<file path="config.mk">
export PLATFORM = sky130hd
export DESIGN_NAME = serial_frame_receiver
export DESIGN_NICKNAME = d
export VERILOG_FILES = /design/src/rtl/serial_frame_receiver.sv
export SDC_FILE = /design/constraint.sdc
export NUM_CORES = 1
export LEC_CHECK = 0
export CORE_MARGIN = 5
export CORE_UTILIZATION = 39
export CTS_CLUSTER_SIZE = 28
export DETAILED_ROUTE_END_ITERATION = 10
export SETUP_SLACK_MARGIN = 0.5
export SLEW_MARGIN = 15
export SYNTH_ARGS = -nofsm -noshare
export SYNTH_HDL_FRONTEND = slang
export SYNTH_SLANG_ARGS = --single-unit
</file>
<file path="constraint.sdc">
create_clock -name clk -period 1.13 [get_ports clk]
set_input_delay 0.339 -clock clk [delete_from_list [all_inputs] [get_ports clk]]
set_output_delay 0.339 -clock clk [all_outputs]
set_load 0.03 [all_outputs]
</file>
<file path="src/rtl/serial_frame_receiver.sv">
// Serial frame receiver: start bit, WIDTH data bits (first bit -> data_out[0]),
// optional parity bit and stop bit, sampled one bit per clk edge with en=1.
module serial_frame_receiver #(
  parameter int WIDTH      = 4,
  parameter int PARITY_EN  = 1,
  parameter int ODD_PARITY = 0
) (
  input  logic             clk,
  input  logic             rst_n,
  input  logic             en,
  input  logic             sin,
  output logic [0:WIDTH-1] data_out,
  output logic             valid,
  output logic             parity_err,
  output logic             frame_err,
  output logic             busy
);

  localparam int             CW   = $clog2(WIDTH);
  localparam logic [CW-1:0]  LAST = CW'(WIDTH - 1);
  localparam logic           ODD  = (ODD_PARITY != 0);
  localparam logic           HAS_PAR = (PARITY_EN != 0);

  typedef enum logic [2:0] {
    S_IDLE,
    S_DATA,
    S_PARITY,
    S_STOP,
    S_BREAK
  } state_t;

  state_t           state;
  state_t           state_next;
  logic [CW-1:0]    cnt;
  logic [0:WIDTH-1] shift;
  logic             par_bit;
  logic             take_bit;
  logic             deliver;
  logic             stop_bad;
  logic             par_mismatch;

  always_ff @(posedge clk) begin
    if (!rst_n) state <= S_IDLE;
    else        state <= state_next;
  end

  // BREAK absorbs a stuck-low line so it is never mistaken for repeated start bits.
  always_comb begin
    state_next = state;
    take_bit   = 1'b0;
    deliver    = 1'b0;
    stop_bad   = 1'b0;
    if (en) begin
      case (state)
        S_IDLE: begin
          if (!sin) state_next = S_DATA;
        end
        S_DATA: begin
          take_bit = 1'b1;
          if (cnt == LAST) state_next = HAS_PAR ? S_PARITY : S_STOP;
        end
        S_PARITY: state_next = S_STOP;
        S_STOP: begin
          if (sin) begin
            deliver    = 1'b1;
            state_next = S_IDLE;
          end else begin
            stop_bad   = 1'b1;
            state_next = S_BREAK;
          end
        end
        S_BREAK: begin
          if (sin) state_next = S_IDLE;
        end
        default: state_next = S_IDLE;
      endcase
    end
  end

  assign par_mismatch = HAS_PAR && ((^shift ^ par_bit) != ODD);
  assign busy         = (state != S_IDLE);

  always_ff @(posedge clk) begin
    if (!rst_n) begin
      cnt        <= '0;
      shift      <= '0;
      par_bit    <= 1'b0;
      data_out   <= '0;
      valid      <= 1'b0;
      parity_err <= 1'b0;
      frame_err  <= 1'b0;
    end else begin
      valid     <= deliver;
      frame_err <= stop_bad;
      if (en && state == S_IDLE && !sin) cnt <= '0;
      if (take_bit) begin
        shift[cnt] <= sin;
        cnt        <= cnt + CW'(1);
      end
      if (en && state == S_PARITY) par_bit <= sin;
      if (deliver) begin
        data_out   <= shift;
        parity_err <= par_mismatch;
      end
    end
  end

endmodule

</file>
# --- After elaboration in Yosys (flattened, before gate mapping) ---
# Cells that the tools add are included.
totals:
  ff_bits: 17
  in_bits: 4
  wordCells: 48
op_classes:
  n_addsub: 1
  n_lt_le_gt_ge: 2
  eq_ne: 8
  n_mux: 16
  bitwise_logic: 2
  n_reduce_logical: 11
op_table:
  columns: ["operator", "count"]
  rows:
  - ["$pmux 3 s5", 1]
  - ["$mux 3", 4]
  - ["$mux 1", 7]
  - ["$eq 3x2->1 const B", 2]
  - ["$ne 2x2->1 const B", 3]
  - ["$bwmux 4", 1]
  - ["$logic_and 1x1->1", 4]
  - ["$mux 2", 2]
  - ["$reduce_and 4->1", 1]
  - ["$reduce_xor 4->1", 1]
  - ["$eq 3x1->1 const B", 1]
  - ["$eq 3x3->1 const B", 1]
  - ["$ge 3x3->1 const B", 1]
  - ["$logic_not 3->1", 1]
  - ["$lt 3x1->1 const B", 1]
  - ["$not 2->3", 1]
  - ["$reduce_and 3->1", 1]
  - ["$reduce_bool 3->1", 1]
  - ["$add 2x1->2 const B", 1]
  - ["$demux 1 s2", 1]
  - ["$eq 2x2->1 const B", 1]
  - ["$reduce_bool 2->1", 1]
  - ["$logic_not 1->1", 1]
  - ["$xor 1x1->1", 1]

# --- Longest topological paths before layout ---
logic_depth:
  word_depth: 6
  ltp_mapped: 6
  depth_no_buf: 5

# --- Least setup slack after synthesis ---
# Ideal clock, no wire load.
synth_path:
  path_type: "register to output"
  startpoint: "register state[1]"
  endpoint: "output port busy"
  arrival_time_ns: 0.902
  path_slack_ns: -0.111
  path_stages_with_launch: 3
  path_buffers: 1
  cell_sequence: "dfxtp_1 buf_2 or3_1"
synth_between:
  elab_chain_cells: 1
synth_lines:
  columns: ["element", "line_no", "rtl"]
  rows:
  - ["start, declared", "32", "state_t state;"]
  - ["start signal, assigned", "44", "else state <= state_next;"]
  - ["$reduce_bool 3->1", "81", "assign busy = (state != S_IDLE);"]
  - ["end, declared", "16", "output logic busy"]
# No other way between the ends.

# --- Worst setup path in the final report ---
layout_path:
  startpoint: "register state[0]"
  endpoint: "output port busy"
# The elaborated chain is that of the path after synthesis.

==> qor.csv <==
stage;metric;value;unit
clock_network;clk buf depth;2;
floorplan;Cell Rows;16;
route;vias after detailed routing;733;
setup_path;CP max FO;2;
power;Clk pwr share;31.8;%
power;power density over the cells;824.8;nW/um^2
run_status;failing checks;setup timing;
cells_and_area;Layout Area Growth over Synthesis;57.25;%
grt;first-pass GRT wire length;3.042;mm
route;Routed Antenna Nets;0;
cells_and_area;nets;129;
synthesis;Syn. warnings;0;
clock_network;clk_lat worst skew;0.29;ns
clock_network;H-Tree Depth;1;
route;Detailed Routing Iterations Pass 1;4;
power;Reg power frac;56.5;%
timing;Slew Viols, Final;0;
synthesis;flops & latches, synth;17;
hold_path;worst hold path class;register to register;
synthesis;synth top area cells;dfxtp_1 (42%), ha_1 (6.2%), nand2_1 (6.0%), a21oi_1 (5.6%), nand3_1 (4.9%);
timing;Final Setup Violations;14;
grt;total global-route track usage;12.18;%
synthesis;mapped cell area;810.8;um^2
clock_network;root buffer cell;clkbuf_4;
route;wire per inst;13.03;um
timing;Slew headroom;85.80;%
route;DR DRC count;0;
setup_path;critical path required time;0.79;ns
setup_path;largest stage delay on the critical path;0.37;ns
clock_network;Clock Sinks;17;
setup_path;crit-path cells;or3_4, buf_6;
floorplan;top-level I/O count;12;
timing;Slew @ Worst Pin;0.2126;ns
job;MaxCap Viol Count;0;
place;Final Wtd Congestion;0.7464;
cells_and_area;Non-Filler Instances;147;
grt;pin count of the biggest net entering global routing;11;
route;drt first-iter violations;11;
synthesis;post-synth top area share;41.98;%
place;IO Port Bufs;11;
setup_path;cell at the slowest stage of the critical path;or3_4;
timing;period utilization;130.3;%
setup_path;Setup crit start kind;register;
floorplan;Initial Util;41.33;%
run_status;outcome;finished, violations left;
clock_network;CTS tree;built;
timing;Clock Skew;0.005538;ns
timing;Max Fclk;0.6791;GHz
cells_and_area;sequential cell area;372.9;um^2
cells_and_area;most common cell after layout, fill and taps aside;buf_6;
cells_and_area;area of the multi-input gates;524.3;um^2
grt;global route total overflow;0;
synthesis;sequential area share after synthesis;41.98;%
place;dpl hpwl;1.107;mm
place;pre-CTS WS;-0.5496;ns
setup_path;kind of critical path;register to primary output;
power;NetSw;0.2777;mW
floorplan;Die X;55.60;um
synthesis;cell accounting for the most synthesized area;dfxtp_1;
synthesis;Post-Synthesis Cells;92;
synthesis;number of distinct library cells after synthesis;30;
cells_and_area;most frequent cells in the layout;buf_6 (17), buf_4 (10), nand2_1 (8), nor2_1 (7), dfxtp_4 (7);
floorplan;Die Height;55.60;um
grt;vias in the first global route;642;
route;Routed WL;1.915;mm
cells_and_area;layout cell share with drive strength beyond 1;56.67;%
route;Via density;4.986;
cells_and_area;diode count;0;
floorplan;Die ar.;3091;um^2
clock_network;CTS Buf Count;3;
power;switch share;26.41;%
cells_and_area;fill count;185;
synthesis;Avg Cell Area, Syn;8.813;um^2
timing;Hold Violations, Final;0;
floorplan;core footprint;1962;um^2
setup_path;Critical Path AT;1.13;ns
timing;unrepaired setup endpoints after global routing;true;
power;Peak VDD IR;0.6727;mV
power;internal power;0.7739;mW
place;dpl cells;136;
clock_network;hold buffer count at CTS;0;
setup_path;critical path capture point type;primary output;
power;leakage;0.5133;nW
power;Comb pwr share;11.7;%
timing;worst setup slack after layout;-0.3425;ns
synthesis;post-synth net total;100;
clock_network;clk slew on worst S/H paths;0.11;ns
timing;min cycle time layout;1.472;ns
grt;initial antenna violation count;0;
per-layer routing:
layer / vias to the layer above / track usage, % / part of all wire (%)
met5: - / 0 / 0
met1: 351 / 16.03 / 48
li1: 372 / - / -
met3: 2 / 3.712 / 3.8
met2: 8 / 18.24 / 48
met4: 0 / 5.208 / 0.78
final timing paths:
path	slack [ns]	start	cells past startpoint	to
worst max-delay path	-0.34	state[0]	2	busy
worst max register to register	-0.10	state[0]	6	state[2]
worst min register to register	0.48	data_out[2]	2	data_out[2]
worst min-delay path	0.48	data_out[2]	2	data_out[2]
area by class of cell:
type                            count  area share, %
Clock buffer                        3          1.766
Multi-Input combinational cell     64          41.12
Clock inverter                      1         0.3925
Inverter                            5          1.766
Timing Repair Buffer               30          23.06
Tap cell                           27          2.650
Sequential cell                    17          29.24
power groups by stage:
stage	Sequential (mW)	Clock (mW)	Combinational [mW]
5_1_grt	0.595	0.377	0.135
3_5_place_dp	0.606	0	0.0930
3_3_place_gp	0.606	0	0.0927
2_1_floorplan	0.608	0	0.0536
4_1_cts	0.593	0.342	0.115
6_report	0.594	0.334	0.123
stage by stage:
step	instance area (um^2)	utilization, %	setup TNS [ns]	total power [mW]	hold WS [ns]
after floorplan	858.3	-	-0.06165	0.6611	0.4510
after global placement	1021	52.04	-7.933	0.6982	0.4584
after detailed placement	1021	52.04	-8.108	0.6987	0.4617
after CTS	1221	62.24	-0.9268	1.050	0.4821
after global routing	1275	64.99	-2.148	1.107	0.5069
final	1275	64.99	-0.9031	1.052	0.4822
kinds of logic (layout without fill, tap and decap cells):
group / count (synthesis) / in the layout / synth area share, %
flip-flops: 17 / 17 / 41.98
AO/OA/AOI/OAI: 17 / 17 / 12.50
buffers and inverters: 11 / 39 / 7.716
adder cells (fa/ha/maj): 4 / 4 / 6.173
AND/OR/NAND/NOR: 37 / 37 / 23.00
multiplexers: 3 / 3 / 3.704
XOR/XNOR: 3 / 3 / 4.938
synthesized netlist by cell type:
master    instances
xnor2_1           1
dfxtp_1          17
clkbuf_1          1
buf_2             2
nand2_1          13
buf_6             2
o21ai_0           3
xor2_1            1
or3_1             1
o311ai_0          1
a21oi_1           9
mux2i_1           3
nand2_4           1
inv_1             5
nor3b_1           1
nor3_1            1
a22oi_1           1
nor2_1            7
o211a_1           1
nand2_2           1
and2_1            1
and4b_1           1
ha_1              4
o22ai_1           1
a21oi_2           1
and4bb_1          1
nand3_1           8
buf_4             1
xnor3_1           1
and3_1            1
flip-flops by register name, summed over array words and instances (netlist names):
signal	flops
data_out	4
shift	4
state	3
cnt	2
frame_err	1
par_bit	1
parity_err	1
valid	1
worst max-delay path: cells and delay by family, from the launching register on:
kind                   cells  cell delay [ns]
DFF                        1             0.33
and+or+nand+nor            1             0.37
buffers and inverters      1             0.14
repair_timing:
item | CTS | global route
pin swaps | 8 | 4
endpoints found under the setup margin | 25 | 25
endpoints found under the hold margin | 0 | 0
buffers inserted | 4 | 2
cloned | 1 | 0
gates resized for setup | 46 | 10
Note: power is estimated with default switching activity, not from simulation.
